===== config.mk =====
export PLATFORM = sky130hd
export DESIGN_NAME = chunked_add_sub
export DESIGN_NICKNAME = d
export VERILOG_FILES = /design/src/rtl/chunked_add_sub.sv
export SDC_FILE = /design/constraint.sdc
export NUM_CORES = 1
export LEC_CHECK = 0
export CORE_UTILIZATION = 67
export DETAILED_ROUTE_END_ITERATION = 16
export DONT_BUFFER_PORTS = 1
export PLACE_DENSITY_LB_ADDON = 0.2
export SLEW_MARGIN = 20
export SYNTH_ARGS = -nofsm -noshare
export SYNTH_HDL_FRONTEND = slang
export SYNTH_SLANG_ARGS = --single-unit

===== constraint.sdc =====
create_clock -name clk -period 7.7 [get_ports clk]
set_clock_uncertainty 0.05 [all_clocks]
set_input_delay 1.54 -clock clk [delete_from_list [all_inputs] [get_ports clk]]
set_output_delay 1.54 -clock clk [all_outputs]
set_load 0.005 [all_outputs]

===== src/rtl/chunked_add_sub.sv =====
// chunked_add_sub: multi-cycle adder/subtractor that works through a WIDTH-bit
// operation CHUNK bits per clock, starting at the LSB slice and carrying
// between slices through a one-bit register.
//
// Ports
//   clk    sole clock, rising edge
//   rst    synchronous, active-high reset
//   start  request, sampled only while busy=0
//   sub    0: a+b+cin, 1: a-b (a+~b+1, cin ignored)
//   a, b   operands, index 0 = MSB
//   cin    carry-in for add mode
//   busy   high while slices are being computed
//   done   one-cycle pulse; sum/cout/ovf valid from this cycle on
//   sum    result, index 0 = MSB
//   cout   carry out of the MSB (sub mode: 1 = no borrow)
//   ovf    two's-complement overflow
//
// state  | meaning
// S_IDLE | waiting for start
// S_RUN  | one slice per clock, LSB slice first
// S_DONE | result just landed; done pulse, may accept a new start
module chunked_add_sub #(
  parameter int WIDTH = 16,
  parameter int CHUNK = 4
) (
  input  logic             clk,
  input  logic             rst,
  input  logic             start,
  input  logic             sub,
  input  logic [0:WIDTH-1] a,
  input  logic [0:WIDTH-1] b,
  input  logic             cin,
  output logic             busy,
  output logic             done,
  output logic [0:WIDTH-1] sum,
  output logic             cout,
  output logic             ovf
);

  localparam int NCH = WIDTH / CHUNK;
  localparam int CW  = (NCH > 1) ? $clog2(NCH) : 1;

  typedef enum logic [1:0] {S_IDLE, S_RUN, S_DONE} state_t;

  state_t state, state_nxt;

  // Operands are kept with a conventional descending range internally so
  // that bit 0 is the LSB and slice k sits at [k*CHUNK +: CHUNK].
  logic [WIDTH-1:0] a_q, b_q, shadow, shadow_nxt;
  logic [WIDTH-1:0] a_sh, b_sh;
  logic             carry_q;
  logic [CW-1:0]    cnt;
  logic [CHUNK-1:0] a_sl, b_sl, res_sl;
  logic             c_sl;
  logic             last;
  logic             accept;
  logic             ovf_nxt;

  always_comb begin
    a_sh          = a_q >> (cnt * CHUNK);
    b_sh          = b_q >> (cnt * CHUNK);
    a_sl          = a_sh[CHUNK-1:0];
    b_sl          = b_sh[CHUNK-1:0];
    {c_sl, res_sl} = {1'b0, a_sl} + {1'b0, b_sl} + (CHUNK+1)'(carry_q);
    // shadow is cleared on accept, so OR-ing the slice in is enough
    shadow_nxt    = shadow | (WIDTH'(res_sl) << (cnt * CHUNK));
    last          = (cnt == CW'(NCH - 1));
    // carry into the MSB is recovered from the MSB sum bit and its inputs
    ovf_nxt       = a_q[WIDTH-1] ^ b_q[WIDTH-1] ^ shadow_nxt[WIDTH-1] ^ c_sl;
  end

  assign accept = start && (state != S_RUN);

  always_ff @(posedge clk) begin
    if (rst) state <= S_IDLE;
    else     state <= state_nxt;
  end

  always_comb begin
    state_nxt = state;
    busy      = 1'b0;
    done      = 1'b0;
    case (state)
      S_IDLE: begin
        if (start) state_nxt = S_RUN;
      end
      S_RUN: begin
        busy = 1'b1;
        if (last) state_nxt = S_DONE;
      end
      S_DONE: begin
        done      = 1'b1;
        state_nxt = start ? S_RUN : S_IDLE;
      end
      default: state_nxt = S_IDLE;
    endcase
  end

  always_ff @(posedge clk) begin
    if (rst) begin
      a_q     <= '0;
      b_q     <= '0;
      shadow  <= '0;
      carry_q <= 1'b0;
      cnt     <= '0;
      sum     <= '0;
      cout    <= 1'b0;
      ovf     <= 1'b0;
    end else if (accept) begin
      a_q     <= a;
      b_q     <= sub ? ~b : b;
      carry_q <= sub ? 1'b1 : cin;
      shadow  <= '0;
      cnt     <= '0;
    end else if (state == S_RUN) begin
      shadow  <= shadow_nxt;
      carry_q <= c_sl;
      if (last) begin
        sum  <= shadow_nxt;
        cout <= c_sl;
        ovf  <= ovf_nxt;
      end else begin
        cnt <= cnt + CW'(1);
      end
    end
  end

endmodule


==> results_dict.tcl <==
set metrics [dict create \
    final_common_cell "dfxtp_1" \
    postCtsResizedCells 0 \
    cts_buffers 9 \
    grt_pass1_vias 2144 \
    start_kind "register" \
    p_leak_nw 1.144 \
    viasPerCell 5.961 \
    routed_wirelength_mm 5.747 \
    post_cts_buffers 0 \
    cts.clk_slew.worst_paths_ns 0.08 \
    die_y_um 69.73 \
    clock-sinks 71 \
    cp_max_fo 16 \
    synth.distinct_cells 30 \
    grt_remaining_overflow 0 \
    cp.required_ns 7.92 \
    crit_arrival_ns 3.59 \
    stdcell_area_um2 3223 \
    final_hold_viol_count 0 \
    final_cell_mix "dfxtp_1 (71), nor2_1 (61), nand2_1 (35)" \
    power_density_nw_per_um2 249.7 \
    fp.coreArea_um2 4384 \
    grt_max_degree 55 \
    rr_startpoint "cnt[0]$_SDFFE_PP0P_" \
    cp_num_buf_inv 0 \
    wl_per_cell_um 15.08 \
    cp.depth 8 \
    worstReg2RegEnd "ovf$_SDFFE_PP0P_" \
    startpoint "cnt[0]$_SDFFE_PP0P_" \
    seq_area_um2 1421 \
    num_antenna_cells 0 \
    endpoint_kind "register" \
    status "complete, no violations" \
    drive_gt1_share_pct 8.511 \
    ant_nets 0 \
    place_ws_ns 4.291 \
    syn-num-nets 383 \
    dr_total_vias 2271 \
    post_dp_cell_area_um2 3000 \
    max_freq_mhz 296.5 \
    synthesis.instances 340 \
    dr.pass1.iters 4 \
    endpoint "ovf$_SDFFE_PP0P_" \
    crit_type "register to register" \
    multi_input_area_um2 1499 \
    worst_path_max_delay_cell "dfxtp_1" \
    worst_pin_slew_ns 0.7730 \
    synth_warnings 0 \
    h-tree-depth 3 \
    syn-cell-area_um2 3073 \
    rr_worst_depth 8 \
    max-clock-path-buffers 2 \
    drtIter0Drc 127 \
    synth_area_per_cell_um2 9.038 \
    period_needed_ns 3.373 \
    hold_path_class "register to register" \
    root_buffer "clkbuf_8" \
    fillers 346 \
    track_usage_pct 26.15 \
    r2r_slack_ns 4.33 \
    cp_top_family "adder cells" \
    relSlewSlack_pct 48.40 \
    area_growth_pct 4.886 \
    rsz0062_at_grt "false" \
    num_rows 24 \
    start_util_pct 70.09 \
    synth-seq-area-share_pct 46.25 \
    critical-path-max-stage-delay_ns 0.83 \
    setup_tns_ns 0 \
    ir_drop_mv 0.1633 \
    final_util_pct 73.52 \
    hpwl_mm 3.859 \
    fin_ws_ns 4.327 \
    setup_viol 0 \
    clk_latency_ns 0.35 \
    die_w_um 69.73 \
    fin_nets 367 \
    ctsHoldBuffers 0 \
    grt_pass1_wl_mm 9.846 \
    cts_tree "done" \
    drc_errors 0 \
    finalMaxSlewViolations 0 \
    io-pin-count 57 \
    finalWeightedCongestion 0.8177 \
    finalCritPeriodShare_pct 43.81 \
    path_cells "mux4_2 -> fa_1 -> fa_1 -> a21o_1 -> a21oi_1 -> xnor2_1 -> xnor2_1 -> a211oi_2" \
    dieArea_um2 4862 \
    ys_seq_elements 71 \
    portBuffers 0 \
    max_cap_violations 0 \
    antenna_found_initial 0 \
]
-- Yosys cell counts (all sizes together) --
master / n / area [um^2]
a211oi: 30 / 230.2
a21o: 2 / 15.01
a21oi: 26 / 130.1
a311oi: 1 / 15.01
a31oi: 11 / 68.82
and2: 3 / 20.02
and4b: 1 / 10.01
buf: 16 / 95.09
clkbuf: 11 / 41.29
dfxtp: 71 / 1421
dlygate4sd1: 1 / 8.760
fa: 2 / 40.04
ha: 4 / 50.05
inv: 2 / 7.500
mux4: 8 / 180.2
nand2: 35 / 131.4
nand2b: 2 / 12.51
nand3b: 1 / 7.510
nand4b: 1 / 8.760
nor2: 61 / 229.0
nor2b: 6 / 37.54
nor3: 21 / 105.1
o211a: 1 / 10.01
o21ai: 1 / 5.000
xnor2: 22 / 192.7
-- worst min-delay path by stage --
stage                            to  cells past startpoint            startpoint  slack (ns)
4_1_cts        a_q[14]$_SDFFE_PP0P_                      2  a_q[14]$_SDFFE_PP0P_        0.40
3_5_place_dp   a_q[14]$_SDFFE_PP0P_                      2  a_q[14]$_SDFFE_PP0P_        0.39
3_3_place_gp   a_q[13]$_SDFFE_PP0P_                      2  a_q[13]$_SDFFE_PP0P_        0.38
5_1_grt         a_q[3]$_SDFFE_PP0P_                      2   a_q[3]$_SDFFE_PP0P_        0.42
2_1_floorplan  a_q[10]$_SDFFE_PP0P_                      2  a_q[10]$_SDFFE_PP0P_        0.38
6_report       a_q[14]$_SDFFE_PP0P_                      2  a_q[14]$_SDFFE_PP0P_        0.40
-- sequential cells by signal (all words and copies together), names as in the netlist --
register	flops
sum	16
a_q	16
shadow	16
carry_q	1
state	2
b_q	16
ovf	1
cnt	2
cout	1
-- report_power, final --
group | internal (mW) | switching (mW)
clock network | 0.191 | 0.135
registers | 0.383 | 0.0110
logic | 0.0366 | 0.0486
-- per-layer routing --
layer	up-vias	track usage, %	routed length (um)
met5	-	0	0
met4	0	10.67	102
met3	13	6.105	235
met2	54	44.01	2839
met1	1061	32.38	2569
li1	1143	-	-
-- cell families after synthesis --
family | count (synthesis) | synth area share (%)
compound gates | 72 | 15.43
xor+xnor | 22 | 6.270
fa+ha+maj | 6 | 2.932
buf+inv | 30 | 4.967
flops | 71 | 46.25
mux | 8 | 5.863
simple gates | 131 | 18.28
-- final cells by class --
| class | count | share of cell area (%) |
|---|---|---|
| Clock buffer | 11 | 4.387 |
| Clock inverter | 5 | 2.523 |
| Inverter | 2 | 0.2329 |
| Multi-Input combinational cell | 239 | 46.51 |
| Sequential cell | 71 | 44.10 |
| Tap cell | 52 | 2.019 |
| Timing Repair Buffer | 1 | 0.2329 |
-- worst min-delay path: cells and delay by family, from the launching register on --
kind,cells,cell delay (ns)
flops,1,0.31
simple gates,1,0.05
compound gates,1,0.05
-- metrics by stage --
stage | std cells | total power [mW] | hold WS [ns]
4_1_cts | 381 | 0.8092 | 0.4007
6_report | 381 | 0.8047 | 0.3974
3_3_place_gp | 365 | 0.4845 | 0.3837
3_5_place_dp | 365 | 0.4872 | 0.3903
5_1_grt | 381 | 0.8389 | 0.4208
2_1_floorplan | 340 | 0.4768 | 0.3831
(Power assumes the default switching activity.)
==> variant 1 (config.mk and constraints unchanged) <==
Make the reset (`rst`) asynchronous in 2 clocked blocks. Comments in the files are not updated.
--- a/src/rtl/chunked_add_sub.sv
+++ b/src/rtl/chunked_add_sub.sv
@@ -72,5 +72,5 @@
   assign accept = start && (state != S_RUN);
 
-  always_ff @(posedge clk) begin
+  always_ff @(posedge clk or posedge rst) begin
     if (rst) state <= S_IDLE;
     else     state <= state_nxt;
@@ -97,5 +97,5 @@
   end
 
-  always_ff @(posedge clk) begin
+  always_ff @(posedge clk or posedge rst) begin
     if (rst) begin
       a_q     <= '0;
Function: differs if rst is asserted again (counterexample within 4 cycles, from zero or initial values and one cycle with rst high); with rst held inactive, the same outputs for 10 cycles.
==> variant 1 against the unedited design <==
- setup slack improved by 0.058 ns
- sequential cell count did not move
- routed wire length is 4.4% higher
- critical endpoint is now ovf
- area after synthesis increased by 5.5%
- hold slack improved by 0.025 ns
- global-route usage increased by 0.75 points
- final cell count is 3.7% lower
- highest routed layer unchanged
- maximum frequency grew 1.7%
- die area grew 5.3%
- critical path depth stayed put
- design area rose by 7.3%
Power is not compared: it rests on default switching activity, and its combinational part moved more than twofold at a synthesized area within 25%.
==> variant 1: results (changes against the unedited design) <==
| Metric | Value |
|---|---|
| Status | `finished clean (unchanged)` |
| Average routed wire per standard cell | `16.4 microns (was 15.1 microns)` |
| Proportion of layout cells with a drive suffix above 1 | `9.52% (was 8.51%)` |
| Post-route cell area | `3460 sq um (was 3220 sq um)` |
| Compound-gate portion of the synthesized area | `13.1% (was 15.4%)` |
| Signal inverters | `4 (was 2)` |
| Seq/total area | `51.4% (was 44.1%)` |
| Worst Tran Pin Value | `0.863 ns (was 0.773 ns)` |
| Fmax achieved | `302 MHz (was 296 MHz)` |
| Multi-input combinational area share | `39.4% (was 46.5%)` |
| Unique masters post-synth | `33 (was 30)` |
| CLK BUF | `13 (was 11)` |
| Critical path fanouts, max | `15 (was 16)` |
| Largest net degree at the start of global routing | `72 (was 55)` |
| Total Wirelength | `6000 microns (was 5750 microns)` |
| Non-clock buffer area fraction after layout | `0.434% (was 0.233%)` |
| Non-Clock Buffer Count | `2 (was 1)` |
| Hold Slack | `0.423 ns (was 0.397 ns)` |
| First-pass GRT wire length | `10300 microns (was 9850 microns)` |
| Commonest cells in the synthesized netlist | `nand2_1 (84), dfrtp_1 (71), o21ai_0 (35), xnor2_1 (20), a21oi_1 (18) (was dfxtp_1 (71), nor2_1 (61), nand2_1 (35), a211oi_1 (29), a21oi_1 (26))` |
| Worst stage delay on the critical path | `0.76 ns (was 0.83 ns)` |
| Placed cell areas | `3230 sq um (was 3000 sq um)` |
| Main synth FF type | `dfrtp_1 (was dfxtp_1)` |
| Setup WS pre-CTS | `4.37 ns (was 4.29 ns)` |
| Clock network share of area | `6.48% (was 6.91%)` |
| Avg Inst Size Synth | `10.2 sq um (was 9.04 sq um)` |
| Register area share after synthesis | `54.8% (was 46.3%)` |
| Final HPWL DP | `4050 microns (was 3860 microns)` |
variant 1: cell count changes after synthesis, sizes merged, moves of 30 or more:
cell | unedited run | this run
nor2 | 61 | 16
o21ai | 1 | 36
a211oi | 30 | 0
dfrtp | 0 | 71
dfxtp | 71 | 0
nand2 | 35 | 84
variant 1: worst min-delay path, stage by stage (launching register included):
cell	delay (ns)
dfrtp_1	0.34
nand2_1	0.05
nand2_1	0.06
variant 1: metal layers:
metal | GRT usage (%) | up-vias | wire length [microns]
li1 | - | 1057 | -
met3 | 6.89 | 11 | 342
met5 | 0 | - | 0
met1 | 38.9 | 1066 | 2720
met2 | 40.4 | 78 | 2860
met4 | 9.37 | 0 | 85
variant 1: final timing paths:
path	from	endpoint	cells past startpoint
max reg2reg	cnt[0]	ovf	8
min	a_q[1]	a_q[1]	2
max in group asynchronous	rst	a_q[5]	2
min in group asynchronous	rst	sum[2]	2
min reg2reg	a_q[1]	a_q[1]	2
max	cnt[0]	ovf	8
==> variant 2 (same settings) <==
Made on the original files. Change the parameter `CHUNK` from 4 to 8.
--- a/src/rtl/chunked_add_sub.sv
+++ b/src/rtl/chunked_add_sub.sv
@@ -22,5 +22,5 @@
 module chunked_add_sub #(
   parameter int WIDTH = 16,
-  parameter int CHUNK = 4
+  parameter int CHUNK = 8
 ) (
   input  logic             clk,
Check against the original RTL: not equivalent (Yosys sat finds a counterexample within 4 cycles, from zero or initial values and one cycle with rst high).
==> variant 2 against the unedited design <==
- setup slack better by 0.021 ns
- power rose by 9.3%
- sequential share of layout area shrank 2.5 points
- area after synthesis up 2.1%
- hold slack better by 0.0015 ns
- routed wire length increased by 8.2%
- sequential cell count fell by 1
- design area is 4.5% higher
- critical endpoint unchanged
==> variant 2: results (changes against the unedited design) <==
| Metric | Value |
|---|---|
| Status | `finished clean (unchanged)` |
| First DRT Iteration DRCs | `148 (was 127)` |
| Req. time, crit path | `7.95 ns (was 7.92 ns)` |
| Final Non-Filler Cells | `421 (was 381)` |
| First-pass GRT wire length | `10600 microns (was 9850 microns)` |
| CTS Buf Count | `9 (unchanged)` |
| Worst vdd ir | `0.156 mV (was 0.163 mV)` |
| Register-to-Register Path Depth | `9 (was 8)` |
| Fill count | `335 (was 346)` |
| Initial antenna violation count | `0 (unchanged)` |
| Highest metal layer with signal wires | `met4 (unchanged)` |
| Metal3 WL | `332 microns (was 235 microns)` |
| Clock-pin slew on the worst setup and hold paths | `0.07 ns` |
| Leakage | `0.00129 uW (was 0.00114 uW)` |
| M1 WL | `2780 microns (was 2570 microns)` |
| Proportion of layout cells with a drive suffix above 1 | `9.49% (was 8.51%)` |
| Post-synth ARST share | `0% (unchanged)` |
| Placed insts | `405 (was 365)` |
| Via density | `5.92 (was 5.96)` |
| Avg Inst Size Synth | `8.39 sq um (was 9.04 sq um)` |
| Total Wirelength | `6220 microns (was 5750 microns)` |
| Largest buffer count on any clock path | `2 (unchanged)` |
| Switching Fraction | `24.6% (was 24.1%)` |
| GRT overflow | `0 (unchanged)` |
| Largest net degree at the start of global routing | `57 (was 55)` |
| Critical path fanouts, max | `22 (was 16)` |
| Met2 wire len | `2960 microns (was 2840 microns)` |
| Gpl congestion | `0.907 (was 0.818)` |
| Hold Path Depth | `2 (unchanged)` |
| Htree depth | `3 (unchanged)` |
| Tot GR Track Use | `27.3% (was 26.1%)` |
| N_diodes | `0 (unchanged)` |
| Synth top area cells | `dfxtp_1 (45%), a21oi_1 (7.0%), nand2_1 (6.9%) (was dfxtp_1 (46%), nor2_1 (7.5%), a211oi_1 (7.1%))` |
| R2R Setup Slk | `4.35 ns (was 4.33 ns)` |
| Worst slew margin | `38.9% (was 48.4%)` |
| Number of global-route vias before repair | `2321 (was 2144)` |
| Hold crit path type | `flop to flop (unchanged)` |
| Register area share after synthesis | `44.7% (was 46.3%)` |
| Commonest cells in the synthesized netlist | `dfxtp_1 (70), nand2_1 (58), nor2_1 (51), a21oi_1 (44) (was dfxtp_1 (71), nor2_1 (61), nand2_1 (35), a211oi_1 (29), a21oi_1 (26))` |
| Final HPWL DP | `4190 microns (was 3860 microns)` |
| Unique masters post-synth | `40 (was 30)` |
## variant 2: per-stage QoR
step | area, sq um | power (uW) | setup WS [ns] | hold slack [ns] | util, %
floorplan | 3140 | 497 | 4.68 | 0.381 | -
global placement | 3110 | 510 | 4.53 | 0.386 | 70.5
detailed placement | 3110 | 513 | 4.43 | 0.391 | 70.5
CTS | 3370 | 882 | 4.41 | 0.399 | 76.3
global route | 3370 | 916 | 4.16 | 0.419 | 76.3
finish | 3370 | 879 | 4.35 | 0.399 | 76.3
## variant 2: kinds of logic (layout without fill, tap and decap cells)
| logic type | Yosys count | after routing | synth area share, % |
|---|---|---|---|
| xor+xnor | 19 | 19 | 5.31 |
| buf+inv | 33 | 28 | 4.35 |
| fa+ha+maj | 9 | 9 | 4.07 |
| flops | 70 | 70 | 44.7 |
| mux | 17 | 17 | 5.90 |
| simple gates | 143 | 143 | 19.3 |
| compound gates | 83 | 83 | 16.4 |
## variant 2: worst max-delay path, cell delays in order (launching register included)
cell and delay [ns]:
dfxtp_1 0.92, mux2i_1 0.22, fa_1 0.47, fa_1 0.42
nor2b_1 0.18, o21bai_1 0.10, a21oi_1 0.31, mux2i_1 0.14
or4_1 0.41, nand3_1 0.07
## variant 2: path summary, 6_finish.rpt
path | startpoint | to
max | cnt | ovf
min | shadow[0] | sum[15]
max reg2reg | cnt | ovf
min reg2reg | shadow[0] | sum[15]
## variant 2: final cells by class
cell class              count  area, sq um  share of cell area [%]
multi-input cells         271         1600                    47.5
clock buffers              11          151                    4.49
well taps                  52         65.1                    1.93
flip-flops and latches     70         1400                    41.6
inverters                  11         41.3                    1.23
repair buffers              1         7.51                   0.223
clock inverters             5          104                    3.08
## variant 2: power by group through the flow
stage                     logic [uW]  registers (uW)  clock network, uW
after floorplan                  101             396                  0
after global placement           108             403                  0
after detailed placement         110             403                  0
after CTS                        112             395                375
after global routing             127             396                393
final                            113             395                372
## variant 2: metal layers
layer	vias to the layer above	GRT usage, %
met3	18	6.35
met4	0	14.4
li1	1253	-
met1	1150	34.2
met2	72	43.5
met5	-	0
